`src/rtl/compute_rwd_seq.sv`:
```
// Time-multiplexed weighted sum-of-squares reward: rwd = -(sum_k w_k * x_k^2) in float32.
// One shared squaring multiplier and one shared MAC; both cores are unreset delay-line pipelines.
module compute_rwd_seq #(
  parameter int unsigned N_CH    = 3,
  parameter int unsigned DATA_WL = 32,
  parameter int unsigned MUL_LAT = 8,
  parameter int unsigned MAC_LAT = 16,
  parameter int unsigned NEGATE  = 1
) (
  input  logic                      i_clk,
  input  logic                      i_rst_n,
  input  logic                      i_valid,
  output logic                      o_ready,
  input  logic [N_CH*DATA_WL-1:0]   i_x,
  input  logic [N_CH*DATA_WL-1:0]   i_w,
  output logic                      o_rwd_valid,
  input  logic                      i_rwd_ready,
  output logic [DATA_WL-1:0]        o_rwd,
  output logic                      o_nan,
  output logic                      o_busy
);

  localparam int unsigned IW        = (N_CH > 1) ? $clog2(N_CH) : 1;
  localparam int unsigned FLUSH_CYC = ((MUL_LAT > MAC_LAT) ? MUL_LAT : MAC_LAT) + 1;
  localparam int unsigned FW        = $clog2(FLUSH_CYC + 1);
  localparam logic [IW-1:0] LAST    = IW'(N_CH - 1);
  localparam logic [DATA_WL-1:0] SIGN_FLIP =
    (NEGATE != 0) ? {1'b1, {(DATA_WL-1){1'b0}}} : '0;

  typedef enum logic [2:0] {
    S_FLUSH, S_IDLE, S_SQ, S_ACC_ISSUE, S_ACC_WAIT, S_DONE
  } state_t;

  // Round-to-nearest-even and pack; subnormal results flush to signed zero.
  function automatic logic [31:0] f_round_pack(input logic sgn, input int e,
                                               input logic [22:0] m, input logic g,
                                               input logic st);
    logic [23:0] mr;
    int          ee;
    ee = e;
    mr = {1'b0, m};
    if (g && (st || m[0])) mr = mr + 24'd1;
    if (mr[23]) ee = ee + 1;
    if (ee >= 255) return {sgn, 8'hFF, 23'h0};
    if (ee <= 0)   return {sgn, 31'h0};
    return {sgn, ee[7:0], mr[22:0]};
  endfunction

  function automatic logic [31:0] f_mul(input logic [31:0] a, input logic [31:0] b);
    logic        sgn, a_nan, b_nan, a_inf, b_inf, a_z, b_z;
    logic [47:0] p;
    int          e;
    sgn   = a[31] ^ b[31];
    a_nan = (&a[30:23]) && (|a[22:0]);
    b_nan = (&b[30:23]) && (|b[22:0]);
    a_inf = (&a[30:23]) && !(|a[22:0]);
    b_inf = (&b[30:23]) && !(|b[22:0]);
    a_z   = (a[30:23] == 8'h00);
    b_z   = (b[30:23] == 8'h00);
    if (a_nan || b_nan || (a_inf && b_z) || (b_inf && a_z)) return 32'h7FC0_0000;
    if (a_inf || b_inf) return {sgn, 8'hFF, 23'h0};
    if (a_z || b_z)     return {sgn, 31'h0};
    p = 48'({1'b1, a[22:0]}) * 48'({1'b1, b[22:0]});
    e = int'(32'(a[30:23])) + int'(32'(b[30:23])) - 127;
    if (p[47]) return f_round_pack(sgn, e + 1, p[46:24], p[23], |p[22:0]);
    return f_round_pack(sgn, e, p[45:23], p[22], |p[21:0]);
  endfunction

  function automatic logic [31:0] f_add(input logic [31:0] a, input logic [31:0] b);
    logic [31:0] x, y;
    logic [49:0] mx, my, ys, sum;
    logic        a_nan, b_nan, a_inf, b_inf, a_z, b_z, found;
    int unsigned d;
    int          e, sh;
    a_nan = (&a[30:23]) && (|a[22:0]);
    b_nan = (&b[30:23]) && (|b[22:0]);
    a_inf = (&a[30:23]) && !(|a[22:0]);
    b_inf = (&b[30:23]) && !(|b[22:0]);
    a_z   = (a[30:23] == 8'h00);
    b_z   = (b[30:23] == 8'h00);
    if (a_nan || b_nan || (a_inf && b_inf && (a[31] != b[31]))) return 32'h7FC0_0000;
    if (a_inf) return a;
    if (b_inf) return b;
    if (a_z && b_z) return {a[31] & b[31], 31'h0};
    if (a_z) return b;
    if (b_z) return a;
    if (b[30:0] > a[30:0]) begin
      x = b; y = a;
    end else begin
      x = a; y = b;
    end
    d  = 32'(x[30:23]) - 32'(y[30:23]);
    mx = {2'b01, x[22:0], 25'h0};
    my = {2'b01, y[22:0], 25'h0};
    if (d > 49) begin
      ys = 50'd1;
    end else begin
      ys = my >> d;
      if ((ys << d) != my) ys[0] = 1'b1;
    end
    sum = (x[31] == y[31]) ? (mx + ys) : (mx - ys);
    e   = int'(32'(x[30:23]));
    if (sum == 50'd0) return 32'h0;
    if (sum[49]) begin
      sum = {1'b0, sum[49:2], sum[1] | sum[0]};
      e   = e + 1;
    end else begin
      found = 1'b0;
      sh    = 0;
      for (int i = 48; i >= 0; i--) begin
        if (!found && sum[i]) begin
          found = 1'b1;
          sh    = 48 - i;
        end
      end
      sum = sum << sh;
      e   = e - sh;
    end
    return f_round_pack(x[31], e, sum[47:25], sum[24], |sum[23:0]);
  endfunction

  state_t               r_state, w_state_nxt;
  logic [FW-1:0]        r_flush_cnt;
  logic [IW-1:0]        r_iss_idx, r_wr_idx, r_k;
  logic                 r_iss_done;
  logic [DATA_WL-1:0]   r_acc;
  logic [DATA_WL-1:0]   r_x  [N_CH];
  logic [DATA_WL-1:0]   r_w  [N_CH];
  logic [DATA_WL-1:0]   r_sq [N_CH];
  logic                 r_ready, r_rwd_valid, r_nan, r_busy;
  logic [DATA_WL-1:0]   r_rwd;

  logic                 w_accept;
  logic [DATA_WL-1:0]   w_mul_a, w_mul_b, w_mul_res;
  logic                 w_mul_vld_in, w_mul_vld_out;
  logic [DATA_WL-1:0]   w_mac_a, w_mac_b, w_mac_c, w_mac_res;
  logic                 w_mac_vld_in, w_mac_vld_out;

  logic [DATA_WL-1:0]   r_mul_pipe  [MUL_LAT];
  logic                 r_mul_vpipe [MUL_LAT];
  logic [DATA_WL-1:0]   r_mac_pipe  [MAC_LAT];
  logic                 r_mac_vpipe [MAC_LAT];

  // Core models: no reset, so stale tvalids can surface after reset until flushed.
  always_ff @(posedge i_clk) begin
    r_mul_pipe[0]  <= f_mul(w_mul_a, w_mul_b);
    r_mul_vpipe[0] <= w_mul_vld_in;
    for (int i = 1; i < MUL_LAT; i++) begin
      r_mul_pipe[i]  <= r_mul_pipe[i-1];
      r_mul_vpipe[i] <= r_mul_vpipe[i-1];
    end
    r_mac_pipe[0]  <= f_add(f_mul(w_mac_a, w_mac_b), w_mac_c);
    r_mac_vpipe[0] <= w_mac_vld_in;
    for (int i = 1; i < MAC_LAT; i++) begin
      r_mac_pipe[i]  <= r_mac_pipe[i-1];
      r_mac_vpipe[i] <= r_mac_vpipe[i-1];
    end
  end

  assign w_mul_res     = r_mul_pipe[MUL_LAT-1];
  assign w_mul_vld_out = r_mul_vpipe[MUL_LAT-1];
  assign w_mac_res     = r_mac_pipe[MAC_LAT-1];
  assign w_mac_vld_out = r_mac_vpipe[MAC_LAT-1];
  assign w_accept      = r_ready && i_valid;

  // Next-state and core drive.
  always_comb begin
    w_state_nxt  = r_state;
    w_mul_a      = r_x[r_iss_idx];
    w_mul_b      = r_x[r_iss_idx];
    w_mul_vld_in = 1'b0;
    w_mac_a      = r_w[r_k];
    w_mac_b      = r_sq[r_k];
    w_mac_c      = (r_k == '0) ? '0 : r_acc;
    w_mac_vld_in = 1'b0;
    case (r_state)
      S_FLUSH:     if (r_flush_cnt == FW'(FLUSH_CYC - 1)) w_state_nxt = S_IDLE;
      S_IDLE:      if (w_accept) w_state_nxt = S_SQ;
      S_SQ: begin
        w_mul_vld_in = !r_iss_done;
        if (w_mul_vld_out && (r_wr_idx == LAST)) w_state_nxt = S_ACC_ISSUE;
      end
      S_ACC_ISSUE: begin
        w_mac_vld_in = 1'b1;
        w_state_nxt  = S_ACC_WAIT;
      end
      S_ACC_WAIT:  if (w_mac_vld_out) w_state_nxt = (r_k == LAST) ? S_DONE : S_ACC_ISSUE;
      S_DONE:      if (i_rwd_ready) w_state_nxt = S_IDLE;
      default:     w_state_nxt = S_FLUSH;
    endcase
  end

  // Control state, counters and registered outputs.
  always_ff @(posedge i_clk) begin
    if (!i_rst_n) begin
      r_state     <= S_FLUSH;
      r_flush_cnt <= '0;
      r_iss_idx   <= '0;
      r_iss_done  <= 1'b0;
      r_wr_idx    <= '0;
      r_k         <= '0;
      r_acc       <= '0;
      r_ready     <= 1'b0;
      r_rwd_valid <= 1'b0;
      r_rwd       <= '0;
      r_nan       <= 1'b0;
      r_busy      <= 1'b1;
    end else begin
      r_state     <= w_state_nxt;
      r_flush_cnt <= (r_state == S_FLUSH) ? (r_flush_cnt + FW'(1)) : '0;
      if (w_accept) begin
        r_iss_idx  <= '0;
        r_iss_done <= 1'b0;
        r_wr_idx   <= '0;
        r_k        <= '0;
      end
      if (r_state == S_SQ) begin
        if (!r_iss_done) begin
          if (r_iss_idx == LAST) r_iss_done <= 1'b1;
          else                   r_iss_idx  <= r_iss_idx + IW'(1);
        end
        if (w_mul_vld_out && (r_wr_idx != LAST)) r_wr_idx <= r_wr_idx + IW'(1);
      end
      if ((r_state == S_ACC_WAIT) && w_mac_vld_out) begin
        r_acc <= w_mac_res;
        if (r_k != LAST) r_k <= r_k + IW'(1);
      end
      if ((r_state == S_ACC_WAIT) && (w_state_nxt == S_DONE)) begin
        r_rwd <= w_mac_res ^ SIGN_FLIP;
        r_nan <= (w_mac_res[30:23] == 8'hFF);
      end
      r_ready     <= (w_state_nxt == S_IDLE);
      r_busy      <= (w_state_nxt != S_IDLE);
      r_rwd_valid <= (w_state_nxt == S_DONE);
    end
  end

  // Operand and square storage; sampled only at handshake / multiplier writeback.
  always_ff @(posedge i_clk) begin
    if (w_accept) begin
      for (int k = 0; k < N_CH; k++) begin
        r_x[k] <= i_x[k*DATA_WL +: DATA_WL];
        r_w[k] <= i_w[k*DATA_WL +: DATA_WL];
      end
    end
    if ((r_state == S_SQ) && w_mul_vld_out) r_sq[r_wr_idx] <= w_mul_res;
  end

  assign o_ready     = r_ready;
  assign o_rwd_valid = r_rwd_valid;
  assign o_rwd       = r_rwd;
  assign o_nan       = r_nan;
  assign o_busy      = r_busy;

endmodule

```
`config.mk`:
```
export PLATFORM = sky130hd
export DESIGN_NAME = compute_rwd_seq
export DESIGN_NICKNAME = d
export VERILOG_FILES = /design/src/rtl/compute_rwd_seq.sv
export SDC_FILE = /design/constraint.sdc
export NUM_CORES = 2
export LEC_CHECK = 0
export CAP_MARGIN = 20
export CORE_MARGIN = 2
export CORE_UTILIZATION = 62
export DETAILED_ROUTE_END_ITERATION = 8
export GPL_ROUTABILITY_DRIVEN = 1
export MAX_ROUTING_LAYER = met4
export PLACE_DENSITY = 0.79
export SKIP_LAST_GASP = 1
export SYNTH_ARGS = -nofsm -noshare
export SYNTH_HDL_FRONTEND = slang
export SYNTH_SLANG_ARGS = --single-unit
```
`constraint.sdc`:
```
create_clock -name i_clk -period 47.5 [get_ports i_clk]
set_input_delay 7.125 -clock i_clk [delete_from_list [all_inputs] [get_ports i_clk]]
set_output_delay 7.125 -clock i_clk [all_outputs]
set_load 0.005 [all_outputs]
```
==> impl_metrics.ini <==
[status]
status = finished, violations left
violations = design-rule violations

[hold_path]
holdPathStages = 0
worstHoldPathType = reg -> reg
min_to = r_mac_pipe[0][232]$_DFF_P_
hp-start = r_mac_pipe[0][200]$_DFF_P_

[cells_and_area]
post-route-util_pct = 67.9
fin_nets = 11600
drive_gt1_share_pct = 6.16
layoutNonFillerInstCount = 12100
areaGrowthSynthToFinish_pct = 8.92
fillers = 10300
fin_area_sq_um = 98600

[routing]
vias = 83800
drt_first_pass_iters = 9
via_per_inst = 6.95
drt-initial-drc-count = 13300
wirelength_um = 364000
ant_nets = 0
drc = 170
wl_per_cell_um = 30.2

[sta]
finalCriticalPeriod_ns = 34.64
skew_ns = 0.127
tns_ns = 0
setup_viol = 0
finalCritPeriodShare_pct = 72.9
drv_slew = 0
holdWs_ns = 0.244
slew_headroom_pct = 2.22
tightest_slew_ns = 1.47
rsz0062_at_grt = no
report.final.hold_viol_count = 0
fmax_mhz = 28.9

[critical_path]
worstPathArrival_ns = 35.19
worst_r2r_path_depth = 82
worstSetupPathType = reg -> reg
endpoint_kind = register
slowest_delay_ns = 0.91
ff2ff_setup_slack_ns = 12.86
crit_slowest_cell = nor2_1
r2r-end = r_mac_pipe[0][30]$_SDFF_PP1_
r2r_start = r_k[0]$_SDFF_PN0_
path_max_fanout = 63
cp.required_ns = 48.05
critPathLaunchType = register

[cts]
clk_latency_ns = 0.81
clock_path_buffers = 3
cts_tree = built
cts_buffers = 105
clkTransAtPathRegs_ns = 0.08
postCtsSetupBuffers = 0
post_cts_resized = 0
cts_hold_buffers = 0
cts_sinks = 1149
root_buffer = clkbuf_16
h-tree-depth = 3

[place]
dp_hpwl_um = 260000
place_inst = 11800
port_buffers = 228
gp_congestion = 1.10
place_area_sq_um = 94700

[pwr]
p_int_mw = 1.50
p_per_area_nw_per_um2 = 19.6
p_sw_share_pct = 22.1
p_sw_uw = 428
p_leak_nw = 42.4
seq_power_share_pct = 51.8
ir_drop_uv = 33.4
p_comb_share_pct = 1.2
clkPwrFrac_pct = 47.1

[floorplan]
row_count = 140
ios = 232
start_util_pct = 62.3
die-area_sq_um = 149000
die_w_um = 386
die_h_um = 386
core_area_sq_um = 145000

[global_routing]
grt_pass1_wl_um = 538000
grt_pass1_vias = 84900
grt_max_degree = 98
grt_usage_pct = 49.8
antenna_found_initial = 24
overflow = 0

[synth]
synth_compound_area_share_pct = 15.7
yosys_warnings = 0
ys_seq_area_share_pct = 28.5
synth.distinct_cells = 137
synth.avg_cell_area_sq_um = 9.04
synth_nets = 11600
synthAdderAreaFrac_pct = 26.6
synth_mux_area_share_pct = 2.81
synth-simple-area-share_pct = 16.1
synth_top_family_by_area = adder cells
synth-xor-area-share_pct = 2.58
ys_seq_elements = 1149
synth-edff-count = 282
synthArstFlopShare_pct = 0
synthCells = 10000
syn_area_sq_um = 90500
synthFlopType = dfxtp_1

[flow_run]
max_cap_viol_count = 0
-- cell families after synthesis --
family          Yosys count
simple gates           3160
compound gates         2033
buf+inv                1789
fa+ha+maj              1379
flops                  1149
xor+xnor                264
mux                     232
-- per-stage QoR --
step                      setup slack (ns)  total power, mW
final                                12.86             1.93
after global routing                 12.11             1.96
after CTS                            14.66             1.93
after detailed placement             15.03             1.04
after global placement               14.90             1.04
after floorplan                      22.50             1.03
-- critical path, delay by kind of cell, from the launching register on --
family,cells,cell delay (ns)
AND/OR/NAND/NOR,29,11.85
AO/OA/AOI/OAI,29,12.11
adder cells (fa/ha/maj),11,4.90
multiplexers,1,0.27
XOR/XNOR,1,0.75
buffers and inverters,11,3.84
flip-flops,1,0.47
-- synth_stat cells, drive strengths merged (28+ instances only) --
library cell,n,area share [%]
ha,469,6.5
o221ai,39,0.40
o31ai,74,0.65
o2111ai,28,0.28
o21ai,398,2.2
o22ai,99,0.71
and4,29,0.28
a22oi,39,0.33
a2111oi,30,0.36
xor2,97,0.96
inv,1256,5.2
nor2,930,3.9
xnor2,167,1.6
a32oi,38,0.37
a31oi,90,0.62
a21oi,395,2.2
o32ai,35,0.36
nand3,275,1.5
nor3,209,1.2
nand2,1085,4.5
mux2i,186,2.1
a221oi,34,0.34
a21boi,90,0.75
o21a,98,0.81
mux2,32,0.40
nor4,100,0.80
o21bai,42,0.35
or2,36,0.25
dfxtp,867,19
edfxtp,282,9.4
or3,70,0.50
a21o,68,0.57
and3,59,0.41
clkbuf,357,1.5
or4,28,0.25
and2,93,0.64
fa,910,20
buf,155,0.86
o211ai,73,0.62
nand2b,30,0.21
a211oi,80,0.71
nand4,129,0.91
-- routing by layer --
layer | vias to the layer above | share of wire (%) | track usage, %
met5 | - | 0 | -
met3 | 2289 | 15 | 18.9
met1 | 40000 | 36 | 60.3
met2 | 7315 | 42 | 70.7
met4 | 0 | 7.8 | 29.5
li1 | 34200 | - | -
-- power groups by stage --
stage                     registers (mW)  clock network (mW)  logic, mW
after floorplan                     1.02                   0    0.00380
after global placement              1.02                   0     0.0207
after detailed placement            1.02                   0     0.0215
after CTS                           1.00               0.908     0.0221
after global routing               0.999               0.941     0.0233
final                               1.00               0.909     0.0224
-- layout make-up --
class                   instances  area (sq um)  share of cell area, %
clock buffers                 148          3090                   3.13
flip-flops and latches       1149         25800                   26.2
multi-input cells            7068         58000                   58.8
clock inverters                50           604                  0.613
inverters                    1277          4800                   4.87
well taps                    1917          2400                   2.43
diodes                         28          70.1                 0.0711
repair buffers                427          3800                   3.86
-- worst max path at each step --
| stage | start | to | slack [ns] | depth (start not counted) |
|---|---|---|---|---|
| finish | r_k[0]$_SDFF_PN0_ | r_mac_pipe[0][30]$_SDFF_PP1_ | 12.86 | 82 |
| global route | r_k[0]$_SDFF_PN0_ | r_mac_pipe[0][19]$_SDFF_PP0_ | 12.11 | 83 |
| CTS | r_k[0]$_SDFF_PN0_ | r_mac_pipe[0][19]$_SDFF_PP0_ | 14.66 | 80 |
| detailed placement | r_k[0]$_SDFF_PN0_ | r_mac_pipe[0][19]$_SDFF_PP0_ | 15.03 | 82 |
| global placement | r_k[0]$_SDFF_PN0_ | r_mac_pipe[0][19]$_SDFF_PP0_ | 14.90 | 81 |
| floorplan | r_k[0]$_SDFF_PN0_ | r_mac_pipe[0][10]$_SDFF_PP0_ | 22.50 | 120 |
-- cells in the final DEF, fill, tap and decap left out, drive strengths merged, types with 32 or more instances in the layout --
master         count
nand3            275
a211oi            80
nand2           1085
a21boi            90
ha               469
or2               36
dfxtp            867
or3               70
clkdlybuf4s50    227
o21ai            398
o22ai             99
o21bai            42
o211ai            73
clkinv            57
a21o              68
a22oi             39
edfxtp           282
mux2i            186
a21oi            395
and2              93
fa               910
nor3             209
nor4             100
o32ai             35
a32oi             38
a31oi             90
inv             1262
a221oi            34
nor2             930
nand4            129
buf              195
xor2              97
mux2              32
xnor2            167
clkbuf           153
o31ai             74
o221ai            39
o21a              98
and3              59
-- sequential cells by signal, indices dropped and copies added (netlist names) --
| name | count |
|---|---|
| r_iss_idx | 2 |
| r_flush_cnt | 5 |
| r_iss_done | 1 |
| o_rwd | 32 |
| r_sq | 93 |
| o_busy | 1 |
| r_acc | 32 |
| r_mac_vpipe | 16 |
| r_mac_pipe | 512 |
| r_k | 2 |
| o_rwd_valid | 1 |
| o_nan | 1 |
| r_wr_idx | 2 |
| r_mul_vpipe | 8 |
| r_state | 3 |
| o_ready | 1 |
| r_w | 96 |
| r_mul_pipe | 248 |
| r_x | 93 |
No activity file was read; power rests on OpenSTA's default activity.
